File: config.mk
export PLATFORM = sky130hd
export DESIGN_NAME = mem_bus_arbiter
export DESIGN_NICKNAME = d
export VERILOG_FILES = /design/src/rtl/mem_arb_pkg.sv /design/src/rtl/mem_arb_pick.sv /design/src/rtl/mem_bus_arbiter.sv
export SDC_FILE = /design/constraint.sdc
export NUM_CORES = 1
export LEC_CHECK = 0
export BUFFER_PORTS_ARGS = -buffer_cell sky130_fd_sc_hd__buf_2
export CAP_MARGIN = 10
export CORE_MARGIN = 3
export CORE_UTILIZATION = 50
export CTS_CLUSTER_SIZE = 20
export DETAILED_ROUTE_END_ITERATION = 12
export GPL_ROUTABILITY_DRIVEN = 0
export GPL_TIMING_DRIVEN = 0
export MAX_ROUTING_LAYER = met4
export PLACE_DENSITY = 0.89
export SLEW_MARGIN = 20
export SYNTH_ARGS = -nofsm -noshare
export SYNTH_HDL_FRONTEND = slang
export SYNTH_HIERARCHICAL = 1
export SYNTH_SLANG_ARGS = --single-unit
export TNS_END_PERCENT = 10
File: constraint.sdc
create_clock -name clk -period 4.2 [get_ports clk]
set_clock_uncertainty 0.15 [all_clocks]
set_input_delay 0.42 -clock clk [delete_from_list [all_inputs] [get_ports clk]]
set_output_delay 0.42 -clock clk [all_outputs]
set_load 0.03 [all_outputs]
File: src/rtl/mem_arb_pkg.sv
// -----------------------------------------------------------------------------
// mem_arb_pkg
// Shared definitions for the memory bus arbiter: FSM state encoding,
// requester (owner) identifiers and memory read/write direction constants.
// -----------------------------------------------------------------------------
package mem_arb_pkg;

    typedef enum logic [1:0] {
        ST_IDLE     = 2'd0,
        ST_GRANT    = 2'd1,
        ST_ACCESS   = 2'd2,
        ST_COMPLETE = 2'd3
    } state_e;

    typedef enum logic {
        OWNER_FETCH = 1'b0,
        OWNER_LS    = 1'b1
    } owner_e;

    localparam logic RW_RD = 1'b1;
    localparam logic RW_WR = 1'b0;

endpackage

File: src/rtl/mem_arb_pick.sv
// -----------------------------------------------------------------------------
// mem_arb_pick
// Combinational winner selection between the fetch and Load_Store requesters.
//   fetch_req, ls_req : request lines
//   last_owner        : owner of the most recently completed access
//   rr_mode           : 0 = Load_Store has fixed priority, 1 = round-robin
//   valid             : at least one request is present
//   winner            : selected requester (meaningful only when valid)
// -----------------------------------------------------------------------------
module mem_arb_pick
    import mem_arb_pkg::*;
(
    input  logic   fetch_req,
    input  logic   ls_req,
    input  owner_e last_owner,
    input  logic   rr_mode,
    output logic   valid,
    output owner_e winner
);

    always_comb begin
        // NOTE: every output gets a default before any branch so no path leaves
        // it unassigned; an unassigned path in always_comb infers a latch.
        valid  = fetch_req | ls_req;
        winner = OWNER_FETCH;
        if (fetch_req && ls_req) begin
            // Round-robin hands the bus to whoever did not own it last.
            if (rr_mode && (last_owner == OWNER_LS)) begin
                winner = OWNER_FETCH;
            end else begin
                winner = OWNER_LS;
            end
        end else if (ls_req) begin
            winner = OWNER_LS;
        end
    end

endmodule

File: src/rtl/mem_bus_arbiter.sv
// -----------------------------------------------------------------------------
// mem_bus_arbiter
// Shares one memory port between the instruction-fetch and Load_Store
// requesters. The winner's address, write data and direction are latched on
// the win; the access then runs GRANT -> ACCESS (mem_en high until MFC) ->
// COMPLETE (one-cycle done pulse). A watchdog ends an ACCESS that never sees
// MFC after TIMEOUT_CYCLES cycles and raises timeout_err together with done.
//   clk, reset          : clock, synchronous active-low reset
//   fetch_*             : fetch request/address, grant and done
//   ls_*                : Load_Store request/rw/address/wdata, grant and done
//   mem_en/rw/addr/wdata: memory Enable, RW (1 = read), MAR, MDR
//   MFC                 : memory function complete
//   busy, timeout_err   : not idle; watchdog abort pulse
// -----------------------------------------------------------------------------
module mem_bus_arbiter
    import mem_arb_pkg::*;
#(
    parameter int ADDR_W         = 16,
    parameter int DATA_W         = 16,
    parameter int TIMEOUT_CYCLES = 15,
    parameter int CNT_W          = 4,
    parameter int RR_MODE        = 0
) (
    input  logic              clk,
    input  logic              reset,
    input  logic              fetch_req,
    input  logic [ADDR_W-1:0] fetch_addr,
    output logic              fetch_gnt,
    output logic              fetch_done,
    input  logic              ls_req,
    input  logic              ls_rw,
    input  logic [ADDR_W-1:0] ls_addr,
    input  logic [DATA_W-1:0] ls_wdata,
    output logic              ls_gnt,
    output logic              ls_done,
    output logic              mem_en,
    output logic              mem_rw,
    output logic [ADDR_W-1:0] mem_addr,
    output logic [DATA_W-1:0] mem_wdata,
    input  logic              MFC,
    output logic              busy,
    output logic              timeout_err
);

    // Counter value seen on the last ACCESS cycle the watchdog allows.
    localparam logic [CNT_W-1:0] CNT_LAST = CNT_W'(TIMEOUT_CYCLES - 1);

    state_e            state_q, state_d;
    owner_e            owner_q, owner_d;
    owner_e            last_owner_q, last_owner_d;
    logic [CNT_W-1:0]  cnt_q, cnt_d;
    logic              err_q, err_d;
    logic              rw_q, rw_d;
    logic [ADDR_W-1:0] addr_q, addr_d;
    logic [DATA_W-1:0] wdata_q, wdata_d;

    logic              pick_valid;
    owner_e            pick_winner;

    mem_arb_pick u_pick (
        .fetch_req  (fetch_req),
        .ls_req     (ls_req),
        .last_owner (last_owner_q),
        .rr_mode    (RR_MODE != 0),
        .valid      (pick_valid),
        .winner     (pick_winner)
    );

    always_comb begin
        state_d      = state_q;
        owner_d      = owner_q;
        last_owner_d = last_owner_q;
        cnt_d        = cnt_q;
        err_d        = err_q;
        rw_d         = rw_q;
        addr_d       = addr_q;
        wdata_d      = wdata_q;

        case (state_q)
            ST_IDLE: begin
                if (pick_valid) begin
                    owner_d = pick_winner;
                    state_d = ST_GRANT;
                    if (pick_winner == OWNER_LS) begin
                        addr_d  = ls_addr;
                        rw_d    = ls_rw;
                        wdata_d = ls_wdata;
                    end else begin
                        // Fetch is always a read; write data is left as is.
                        addr_d = fetch_addr;
                        rw_d   = RW_RD;
                    end
                end
            end
            ST_GRANT: begin
                cnt_d   = '0;
                err_d   = 1'b0;
                state_d = ST_ACCESS;
            end
            ST_ACCESS: begin
                cnt_d = cnt_q + CNT_W'(1);
                // MFC takes precedence over a watchdog expiring in the same cycle.
                if (MFC) begin
                    state_d = ST_COMPLETE;
                end else if (cnt_q == CNT_LAST) begin
                    state_d = ST_COMPLETE;
                    err_d   = 1'b1;
                end
            end
            ST_COMPLETE: begin
                last_owner_d = owner_q;
                err_d        = 1'b0;
                state_d      = ST_IDLE;
            end
            default: state_d = ST_IDLE;
        endcase
    end

    always_ff @(posedge clk) begin
        // NOTE: registers are updated with non-blocking assignments so every
        // flop samples the pre-edge values, independent of statement order.
        if (!reset) begin
            state_q      <= ST_IDLE;
            owner_q      <= OWNER_FETCH;
            last_owner_q <= OWNER_FETCH;
            cnt_q        <= '0;
            err_q        <= 1'b0;
            rw_q         <= RW_RD;
            addr_q       <= '0;
            wdata_q      <= '0;
        end else begin
            state_q      <= state_d;
            owner_q      <= owner_d;
            last_owner_q <= last_owner_d;
            cnt_q        <= cnt_d;
            err_q        <= err_d;
            rw_q         <= rw_d;
            addr_q       <= addr_d;
            wdata_q      <= wdata_d;
        end
    end

    // Moore outputs decoded from the state registers only.
    assign busy        = (state_q != ST_IDLE);
    assign fetch_gnt   = busy && (owner_q == OWNER_FETCH);
    assign ls_gnt      = busy && (owner_q == OWNER_LS);
    assign fetch_done  = (state_q == ST_COMPLETE) && (owner_q == OWNER_FETCH);
    assign ls_done     = (state_q == ST_COMPLETE) && (owner_q == OWNER_LS);
    assign timeout_err = (state_q == ST_COMPLETE) && err_q;
    assign mem_en      = (state_q == ST_ACCESS);
    // RW idles at read so a stray Enable can never look like a write.
    assign mem_rw      = (state_q == ST_ACCESS) ? rw_q : RW_RD;
    assign mem_addr    = addr_q;
    assign mem_wdata   = wdata_q;

endmodule

* After elaboration in Yosys (flattened, before gate mapping) *
Index checks and enable logic that the tools add are counted.

word-level totals
  word-level logic and storage cells = 46
  output and inout bits = 40
  bits of input ports = 54
  flip-flop bits (word level) = 41

operators by class
  reductions and logical operators = 15
  bitwise gates (word level) = 2
  eq/ne operators = 8
  multiplexer cells = 13
  add/sub/neg operators = 1

operators with widths
  kind                                                   number
  two-way mux 16 bit                                     1
  one-hot mux 2 bit (4 select lines)                     1
  one-hot mux 4 bit (2 select lines)                     1
  logical AND 1 bit                                      6
  two-way mux 1 bit                                      6
  two-way mux 2 bit                                      3
  AND reduction 3 bit                                    2
  nonzero test 2 bit                                     3
  adder 4 x 1 -> 4 bit, second input constant            1
  == test 2 bit, second input constant                   2
  == test 4 bit, second input constant                   1
  inequality test 2 bit, second input constant           2
  AND reduction 2 bit                                    2
  inequality test 3 x 1 -> 1 bit, second input constant  1
  == test 2 x 1 -> 1 bit, second input constant          1
  logical NOT 2 bit                                      1
  inequality test 2 x 1 -> 1 bit, second input constant  1
  one-hot mux 1 bit (2 select lines)                     1
  OR reduction 2 bit                                     1
  NOT 1 bit                                              1
  bitwise OR 1 bit                                       1

* Logic depth before layout (Yosys ltp) *
  depth in word-level cells = 4
  gate-level depth with buffers = 8
  depth with buffers taken out = 5

* Modules after synthesis *
Netlist, hierarchy kept.

modules (own cells, without submodules)
  module           times used  area an instance (um^2)  sequential area each (um^2)  cells each
  mem_bus_arbiter  1           2029.4                   840.8                        214
  mem_arb_pick     1           16.3                     0.0                          3

* Least setup slack after synthesis *
OpenSTA, ideal clock, no wires.

  path kind = register -> output
  start = register state_q[0]
  end = output port ls_gnt
  data required time = 3.630 ns
  stages on the path, launching flop included = 5
  arrival time = 1.186 ns
  setup slack = 2.444 ns
  buffers on the path = 1
  cell sequence = dfxtp_1 -> inv_1 -> ha_1 -> buf_6 -> nor2b_1

on the way
  longest elaborated chain between the ends = 2

ends and longest elaborated chain
  element                 RTL line                source
  from (decl)             mem_bus_arbiter.sv:48   state_e state_q, state_d;
  from (signal assigned)  mem_bus_arbiter.sv:132  state_q <= state_d;
  nonzero test 2 bit      mem_bus_arbiter.sv:144  assign busy = (state_q != ST_IDLE);
  logical AND 1 bit       mem_bus_arbiter.sv:146  assign ls_gnt = busy && (owner_q == OWNER_LS);
  to (decl)               mem_bus_arbiter.sv:34   output logic ls_gnt,

Every way passes these cells.

* Worst setup path in the final report *
  start = register state_q[1]
  end = output port ls_gnt

The elaborated chain is that of the path after synthesis.

==> flow_summary.html <==
<table>
<tr><th>Metric</th><th>Value</th></tr>
<tr><th colspan="2">Run status</th></tr>
<tr><td>Outcome</td><td>complete, no violations</td></tr>
<tr><th colspan="2">CTS</th></tr>
<tr><td>Inserted Clock Buffers</td><td>5</td></tr>
<tr><td>Clock root buffer</td><td>clkbuf_8</td></tr>
<tr><td>H-tree depth</td><td>2</td></tr>
<tr><td>Count of cells resized by post-cts repair</td><td>0</td></tr>
<tr><td># hold bufs at CTS</td><td>0</td></tr>
<tr><td>Clock sink count</td><td>42</td></tr>
<tr><td>Clock-pin slew on the worst setup and hold paths</td><td>0.08 ns</td></tr>
<tr><td>Number of buffers on the longest clock path</td><td>2</td></tr>
<tr><td>Clock Latency Late Sink</td><td>around 0.30 ns</td></tr>
<tr><td>Setup repair bufs after CTS</td><td>0</td></tr>
<tr><td>Clock tree from TritonCTS</td><td>done</td></tr>
<tr><th colspan="2">Finish</th></tr>
<tr><td>Number of antenna diodes</td><td>0</td></tr>
<tr><td># nets final</td><td>377</td></tr>
<tr><td>Final standard cell utilization of the core</td><td>0.705</td></tr>
<tr><td>Fraction of layout instances using a drive strength above 1</td><td>0.382</td></tr>
<tr><td>Total non-filler cell area in the finished layout</td><td>2680 sq um</td></tr>
<tr><td>Area growth from synthesis to final layout</td><td>30.8%</td></tr>
<tr><td>Cell Count, Final, Fillers Out</td><td>365</td></tr>
<tr><th colspan="2">STA</th></tr>
<tr><td>Final TNS setup</td><td>0 ns</td></tr>
<tr><td>Final count of negative-setup-slack endpoints</td><td>0</td></tr>
<tr><td>RSZ-0062 raised after global routing</td><td>no</td></tr>
<tr><td>Final Hold Slack</td><td>0.200 ns</td></tr>
<tr><td>Min cycle time layout</td><td>2.00 ns</td></tr>
<tr><td>Slack of the critical path</td><td>about 2.2 ns</td></tr>
<tr><td>Pins over their slew limit</td><td>0</td></tr>
<tr><td>Top achievable clock speed</td><td>between 0.5 and 0.6 GHz</td></tr>
<tr><td>Final hold violations</td><td>0</td></tr>
<tr><td>Share of the clock period used by the worst path after layout</td><td>0.476</td></tr>
<tr><th colspan="2">Global route</th></tr>
<tr><td>Global-route met3 utilization</td><td>0.0432</td></tr>
<tr><td>Remaining Overflow, GRT</td><td>0</td></tr>
<tr><td>Overall global routing resource usage</td><td>0.212</td></tr>
<tr><td>Number of global-route vias before repair</td><td>about 1800</td></tr>
<tr><td>Largest net degree at the start of global routing</td><td>14</td></tr>
<tr><td>Antenna violations before repair</td><td>0</td></tr>
<tr><td>Met1 track demand over resource</td><td>0.250</td></tr>
<tr><td>Met2 usage in global routing</td><td>0.353</td></tr>
<tr><td>Busiest metal layer after global routing</td><td>met2</td></tr>
<tr><td>First-pass GRT wire length</td><td>8170 microns</td></tr>
<tr><th colspan="2">Setup path</th></tr>
<tr><td>Setup slack of the worst register-to-register path</td><td>2.44 ns</td></tr>
<tr><td>Count of buffer and inverter cells on the critical path</td><td>3</td></tr>
<tr><td>Critical setup path kind</td><td>flop to output port</td></tr>
<tr><td>Cell family with the largest share of critical-path delay</td><td>buffers and inverters</td></tr>
<tr><td>CP arrival</td><td>1.43 ns</td></tr>
<tr><td>Length in cells of the worst reg-to-reg path</td><td>8</td></tr>
<tr><td>Data required time at the worst endpoint</td><td>3.63 ns</td></tr>
<tr><td>Critical-path cell list</td><td>inv_1 &gt; ha_1 &gt; buf_6 &gt; nor2b_1 &gt; buf_2</td></tr>
<tr><td>Launching element type of the critical path</td><td>flop</td></tr>
<tr><td>RR Startpoint</td><td>state_q[1]</td></tr>
<tr><td>Highest fanout seen on the critical path</td><td>10</td></tr>
<tr><td>Critical-path top delay cell</td><td>dfxtp_1</td></tr>
<tr><td>Delay of the slowest cell on the worst path</td><td>0.41 ns</td></tr>
<tr><td>R2r endpoint</td><td>rw_q</td></tr>
<tr><td>Sort of element at the end of the critical path</td><td>output port</td></tr>
<tr><th colspan="2">Power</th></tr>
<tr><td>Leakage power</td><td>1.43 nW</td></tr>
<tr><td>IR drop worst, VDD</td><td>0.000369 V</td></tr>
<tr><td>Power density cells</td><td>588 nW/um^2</td></tr>
<tr><td>Total power of the final layout</td><td>1.57 mW</td></tr>
<tr><th colspan="2">Logic synthesis</th></tr>
<tr><td>Post-Syn Nets</td><td>278</td></tr>
<tr><td>Post-synthesis cell type count</td><td>34</td></tr>
<tr><td>Number of enable-type register cells in the synthesized netlist</td><td>0</td></tr>
<tr><td>Ranking of synthesized cells by area</td><td>dfxtp_1 (41%), nand2_1 (9.4%), mux2i_1 (8.3%)</td></tr>
<tr><td>Count of state elements after synthesis</td><td>42</td></tr>
<tr><td>Warnings from Yosys</td><td>6</td></tr>
<tr><td>Dominant cell by count in the synthesized netlist</td><td>nand2_1</td></tr>
<tr><td>Post-synth top area share</td><td>0.411</td></tr>
<tr><td>Main synth FF type</td><td>dfxtp_1</td></tr>
<tr><td>Syn avg cell area</td><td>about 9.4 sq um</td></tr>
<tr><td>Part of the Yosys area used for sequential elements</td><td>0.411</td></tr>
<tr><td>Share of synthesized flip-flops with an asynchronous set or reset</td><td>0</td></tr>
<tr><td>Cell area after synthesis</td><td>between 2000 and 2500 sq um</td></tr>
<tr><td>Most frequent cells after synthesis</td><td>nand2_1 (51), dfxtp_1 (42), mux2i_1 (17)</td></tr>
<tr><td>Mapped Cells</td><td>217</td></tr>
<tr><td>Largest area contributor in the synthesized netlist</td><td>dfxtp_1</td></tr>
<tr><th colspan="2">Detailed routing</th></tr>
<tr><td>Wirelength, routed</td><td>between 5000 and 6000 microns</td></tr>
<tr><td>Drc violations</td><td>0</td></tr>
<tr><td>Post-detailed-route via-to-cell ratio</td><td>just over 5</td></tr>
<tr><td>Via count</td><td>approximately 1900</td></tr>
<tr><td>Pre-antenna DRT Iters</td><td>4</td></tr>
<tr><td>Initial drt markers</td><td>87</td></tr>
<tr><td>Remaining antenna violation count</td><td>0</td></tr>
<tr><td>Routed wire length per instance</td><td>13.8 microns</td></tr>
<tr><th colspan="2">Floorplan</th></tr>
<tr><td>Core region area</td><td>3800 sq um</td></tr>
<tr><td>Std cell rows</td><td>22</td></tr>
<tr><td>Chip height</td><td>70.0 microns</td></tr>
<tr><td>Full die area</td><td>4900 sq um</td></tr>
<tr><td>Die width</td><td>70.0 microns</td></tr>
<tr><td>Total I/O pin count</td><td>94</td></tr>
<tr><td>Initial Utilization</td><td>0.539</td></tr>
<tr><th colspan="2">Worst hold path</th></tr>
<tr><td>Hold depth</td><td>3</td></tr>
<tr><td>Worst-case hold path end point</td><td>rw_q</td></tr>
<tr><td>Critical hold path startpoint</td><td>ls_rw</td></tr>
<tr><td>Kind of path behind the tightest hold check</td><td>primary input to flop</td></tr>
<tr><th colspan="2">Placement</th></tr>
<tr><td>Total instance count after detailed placement</td><td>357</td></tr>
<tr><td>Detailed-placement wirelength estimate</td><td>3700 microns</td></tr>
<tr><td>Number of I/O port buffers</td><td>92</td></tr>
<tr><td>Area after detailed placement</td><td>2570 sq um</td></tr>
<tr><td>Worst setup slack after placement</td><td>2.37 ns</td></tr>
<tr><th colspan="2">Job</th></tr>
<tr><td>Count of maximum capacitance violations</td><td>0</td></tr>
</table>
==> flip-flops by register name, summed over array words and instances (netlist names) <==
signal,count
mem_addr,16
state_q,2
last_owner_q,1
owner_q,1
rw_q,1
err_q,1
mem_wdata,16
cnt_q,4
==> logic make-up (layout without fill, tap and decap cells) <==
family                   count (synthesis)  in the layout  share of synthesized area
other                                    1              1                    0.00183
flip-flops                              42             42                      0.411
AND/OR/NAND/NOR                         82             82                      0.187
adder cells (fa/ha/maj)                  7              7                     0.0428
multiplexers                            17             17                     0.0832
buffers and inverters                   21            121                     0.0691
AO/OA/AOI/OAI                           47             47                      0.205
==> where the power goes <==
group	switching, mW	internal [mW]
registers	0.0593	0.498
clock network	0.142	0.177
logic	0.447	0.249
==> metal layers <==
| layer | share of wire | wire length (microns) |
|---|---|---|
| met1 | 0.43 | 2150 |
| met2 | 0.49 | 2440 |
| met3 | 0.071 | 356 |
| met4 | 0.015 | 76 |
| met5 | 0 | 0 |
==> worst max path at each step <==
stage | endpoint | slack [ns] | startpoint | depth (start not counted)
CTS | ls_gnt | 2.19 | state_q[1] | 5
global route | ls_gnt | 2.12 | state_q[0] | 5
global placement | rw_q | 2.41 | ls_req | 8
detailed placement | rw_q | 2.37 | ls_req | 8
finish | ls_gnt | 2.20 | state_q[1] | 5
floorplan | ls_gnt | 2.44 | state_q[0] | 4
==> cell usage in the layout, fill, tap and decap left out, drive strengths merged, types with 2 or more instances in the layout <==
| cell type | instances |
|---|---|
| ha | 7 |
| clkbuf | 8 |
| o211ai | 2 |
| a21boi | 19 |
| nor2 | 3 |
| and2 | 5 |
| o22ai | 2 |
| nand3 | 4 |
| nand2b | 6 |
| nor2b | 3 |
| buf | 105 |
| a31oi | 2 |
| dfxtp | 42 |
| or3 | 2 |
| o211a | 16 |
| o21ai | 2 |
| nand2 | 51 |
| inv | 6 |
| and3 | 3 |
| o21a | 2 |
| mux2i | 17 |
| nand4 | 2 |
==> worst min-delay path, cell delays in order <==
cell	delay (ns)
buf_2	0.08
o22ai_1	0.06
nand2_1	0.06
==> final cells by class <==
type,count,area [sq um]
buffer,15,119
inverter,6,22.5
timing repair buffer,92,460
clock buffer,6,72.6
sequential,42,841
multi-input combinational,154,1060
fill,299,1120
tap,48,60.1
clock inverter,2,37.5
(Power assumes the default switching activity.)
